==> config.mk <==
export PLATFORM = sky130hd
export DESIGN_NAME = rr_grant_stage
export DESIGN_NICKNAME = d
export VERILOG_FILES = /design/src/rtl/rr_grant_stage.sv
export SDC_FILE = /design/constraint.sdc
export NUM_CORES = 1
export LEC_CHECK = 0
export ABC_AREA = 1
export CAP_MARGIN = 20
export CORE_AREA = 2 2 79 81
export DETAILED_ROUTE_END_ITERATION = 8
export DIE_AREA = 0 0 81 83
export PLACE_DENSITY = 0.8
export REMOVE_ABC_BUFFERS = 1
export SYNTH_ARGS = -nofsm -noshare
export SYNTH_HDL_FRONTEND = slang
export SYNTH_SLANG_ARGS = --single-unit
==> constraint.sdc <==
create_clock -name clk_i -period 1.6 [get_ports clk_i]
set_input_delay 0.24 -clock clk_i [delete_from_list [all_inputs] [get_ports clk_i]]
set_output_delay 0.24 -clock clk_i [all_outputs]
set_load 0.02 [all_outputs]
==> src/rtl/rr_grant_stage.sv <==
// rr_grant_stage
//   Downstream stage of the round-robin arbiter rr_top. Takes the arbiter's
//   selected index, captures that requester's payload into a single
//   registered output slot (valid/ready), pops the granted requester with a
//   one-cycle ack, and tells the arbiter when a grant was actually taken so
//   its priority only advances on real grants.
//
// Ports
//   clk_i        clock, rising edge
//   rst_n_i      synchronous active-low reset
//   req_i        per-requester pending flags (same vector as rr_top.req_i)
//   req_data_i   packed payloads, requester k at [k*PAYLOAD_W +: PAYLOAD_W]
//   req_num_i    selected index from rr_top.req_num_o
//   req_val_o    grant taken this cycle (combinational, to rr_top.req_val_i)
//   ack_o        one-hot pop to the granted requester (combinational)
//   out_valid_o  output slot holds a granted payload
//   out_data_o   granted payload
//   out_num_o    index of the requester that produced out_data_o
//   out_ready_i  downstream accepts the slot when out_valid_o is high
//   grant_cnt_o  saturating count of grants taken
//   err_o        sticky: arbiter selected a requester that is not pending
module rr_grant_stage #(
  parameter int DATAWIDTH = 3,
  parameter int PAYLOAD_W = 8,
  parameter int CNT_W     = 16
) (
  input  logic                                clk_i,
  input  logic                                rst_n_i,
  input  logic [(2**DATAWIDTH)-1:0]           req_i,
  input  logic [(2**DATAWIDTH)*PAYLOAD_W-1:0] req_data_i,
  input  logic [DATAWIDTH-1:0]                req_num_i,
  output logic                                req_val_o,
  output logic [(2**DATAWIDTH)-1:0]           ack_o,
  output logic                                out_valid_o,
  output logic [PAYLOAD_W-1:0]                out_data_o,
  output logic [DATAWIDTH-1:0]                out_num_o,
  input  logic                                out_ready_i,
  output logic [CNT_W-1:0]                    grant_cnt_o,
  output logic                                err_o
);

  localparam int N = 2**DATAWIDTH;

  logic                 slot_free;
  logic                 sel_ok;
  logic                 take;
  logic [PAYLOAD_W-1:0] sel_data;

  // The slot can accept a new grant when empty or when it drains this cycle,
  // which gives back-to-back grants with no bubble.
  always_comb begin
    slot_free = ~out_valid_o | out_ready_i;
    sel_ok    = req_i[req_num_i];
    take      = rst_n_i & slot_free & sel_ok;
    req_val_o = take;
    ack_o     = '0;
    if (take) begin
      ack_o[req_num_i] = 1'b1;
    end
  end

  always_comb begin
    sel_data = '0;
    for (int unsigned k = 0; k < N; k++) begin
      if (req_num_i == k[DATAWIDTH-1:0]) begin
        sel_data = req_data_i[k*PAYLOAD_W +: PAYLOAD_W];
      end
    end
  end

  always_ff @(posedge clk_i) begin
    if (!rst_n_i) begin
      out_valid_o <= 1'b0;
      out_data_o  <= '0;
      out_num_o   <= '0;
      grant_cnt_o <= '0;
      err_o       <= 1'b0;
    end else begin
      if (take) begin
        out_valid_o <= 1'b1;
        out_data_o  <= sel_data;
        out_num_o   <= req_num_i;
      end else if (out_ready_i) begin
        out_valid_o <= 1'b0;
      end

      if (take && (grant_cnt_o != '1)) begin
        grant_cnt_o <= grant_cnt_o + 1'b1;
      end

      // Arbiter pointed at an idle requester while someone was pending.
      if ((|req_i) && !sel_ok) begin
        err_o <= 1'b1;
      end
    end
  end

endmodule

==> flow_summary.ini <==
[cells_and_area]
layout.cells.non_filler = 598
final_common_cell = nand2_1
area.sequential_um2 = 584.3
diodes = 0
utilization = 0.6708
nFillCells = 508
final_area_um2 = 3901
layout_common_cells = nand2_1, clkdlybuf4s50_1, buf_4, nor2_1, nand3_1
num-nets-final = 601
layout-drive-gt1-share = 0.2237
area_growth_pct = 72.36
multiInputGateArea_um2 = 1577

[setup_path]
cp.required_ns = 1.36
worstSetupStartpointType = register
crit_type = register to output port
endpoint_kind = output port
ff2ff_path_depth = 6
cp.arrival_ns = 1.35
crit_fanout = 6

[run]
drv_cap = 0

[grt]
grt_max_degree = 20
grt_pass1_vias = 2945
antenna_found_initial = 0
use_met3 = 0.07174
grt-ovfl-total = 0
gr-max-usage-layer = met2
grt_pass1_wl_um = 13280
grt_use_total = 0.2453
met1_usage = 0.2672
gr-usage-met2 = 0.4493

[place]
placed_cells_incl_taps = 580
dp.final_hpwl_um = 6407
post_dp_cell_area_um2 = 3684
portBuffers = 115
routabilityCongestion = 0.8713

[sta]
relSlewSlack = 0.6439
worst_pin_slew_ns = 0.5336
maxSlewViolCount = 0
period_share = 0.9920
setup_viol = 0
fin_hold_ws_ns = 0.2919
fin_skew_ns = 0.004548
fmax_mhz = 630.1
period_needed_ns = 1.587
finalHoldViolations = 0
rsz0062_at_grt = true

[drt]
drc = 0
drt_iter0_drc = 165
wl_um = 8646
first_pass_iters = 4
detail_route.wl_per_cell_um = 14.46
ant_nets = 0
vias = 3118
vias_per_cell = 5.214

[logic_synthesis]
synth_cells = 368
synth_compound_area_frac = 0.05473
synthAdderAreaFrac = 0.005528
muxShareOfSynthArea = 0
synth.distinct_cells = 30
synth_top_family_by_area = simple AND/OR/NAND/NOR gates
synth-seq-cells = 29
synth_area_um2 = 2263
synth-xor-area-share = 0.02709
syn_avg_cell_area_um2 = 6.151
yosys_warnings = 0
synth-simple-area-share = 0.5611
yosysSeqAreaShare = 0.2565

[pwr]
power-per-cell-area_nw_per_um2 = 552.8
p_leak_nw = 1.772
switching_share = 0.3244
clock_power_share = 0.278
power_frac_seq = 0.363
p_comb_frac = 0.359
vdd_drop_max_uv = 447.2
p_int_mw = 1.457
switching_power_mw = 0.6996

[floorplanning]
dieHeight_um = 83
start_util = 0.3892
num_io_pins = 116
core-area_um2 = 5816
die_w_um = 81
row_count = 28
die_area_um2 = 6723

[cts]
htreeDepth = 2
postCtsHoldBufs = 0
clock_latency_ns = 0.29
clk_pin_slew_ns = 0.06
clock_sinks = 29
cts_tree = built
clock_path_buffers = 2
numCtsBuffers = 5
cts_root_buffer = clkbuf_8

[min_path]
hold_depth = 5
min_path_type = primary input to register

[status]
outcome = finished clean
## cell usage after synthesis (all sizes together)
cell      n  area [um2]
nand2   129       535.5
nor2     47       197.7
nand3    42       245.2
nand4    37       246.5
inv      31       116.4
dfxtp    29       580.6
a21oi    17       88.84
buf      13       91.32
o21ai     7       35.03
xnor2     5       43.79
nor4      4       25.02
nor3      2       20.02
xor2      2       17.52
clkbuf    1       3.750
clkinv    1       3.750
ha        1       12.51
## critical path, cell delays in order (launching register included)
cell     delay (ns)
dfxtp_2        0.34
nand2_4        0.07
nand2_4        0.06
inv_4          0.08
nand2_8        0.07
buf_6          0.12
nor3_4         0.17
buf_6          0.14
## cell families after synthesis
| logic type | count (synthesis) |
|---|---|
| and+or+nand+nor | 261 |
| buffers and inverters | 46 |
| DFF | 29 |
| AOI/OAI and AO/OA | 24 |
| xor gates and xnor gates | 7 |
| adders and majority gates | 1 |
## power by group through the flow
stage | Sequential (mW) | Clock, mW | Combinational, mW
after global routing | 0.788 | 0.646 | 0.830
after detailed placement | 0.798 | 0 | 0.722
after global placement | 0.796 | 0 | 0.713
final | 0.784 | 0.599 | 0.774
after floorplan | 0.846 | 0 | 0.222
after CTS | 0.783 | 0.608 | 0.743
## per-stage QoR
stage                     setup TNS [ns]  total power, mW  setup slack, ns
after CTS                              0            2.133         0.001273
after global placement            -15.11            1.510          -0.8333
after floorplan                   -3.255            1.069          -0.2320
final                                  0            2.156          0.01285
after global routing             -0.1398            2.265         -0.03247
after detailed placement          -16.39            1.520          -0.8734
## state kept, by name (all words and copies together) (netlist names)
name         cells
err_o            1
grant_cnt_o     16
out_valid_o      1
out_num_o        3
out_data_o       8
## cell type report
type	count	area share
Multi-Input combinational cell	294	0.4041
Timing Repair Buffer	160	0.3669
Sequential cell	29	0.1498
Inverter	32	0.03303
Tap cell	75	0.02405
Clock buffer	5	0.01764
Clock inverter	3	0.004490
## final timing paths
path	startpoint	slack, ns	endpoint
worst max-delay path	out_valid_o	0.01	ack_o[3]
worst min-delay path	req_i[7]	0.29	err_o
worst max register to register	grant_cnt_o[2]	0.09	grant_cnt_o[5]
worst min register to register	out_num_o[2]	0.47	out_num_o[2]
## metal layers
metal,share of wire,up-vias
li1,-,1532
met1,0.39,1448
met3,0.10,15
met2,0.50,123
met5,0,-
met4,0.015,0
## what timing repair did
item                       in CTS  in global routing
cloned                          0                  1
pin swaps                      13                 13
hold endpoints to repair        0                  0
setup buffers                   6                  3
setup endpoints to repair      37                 27
resized for setup              99                 35
(Power assumes the default switching activity.)
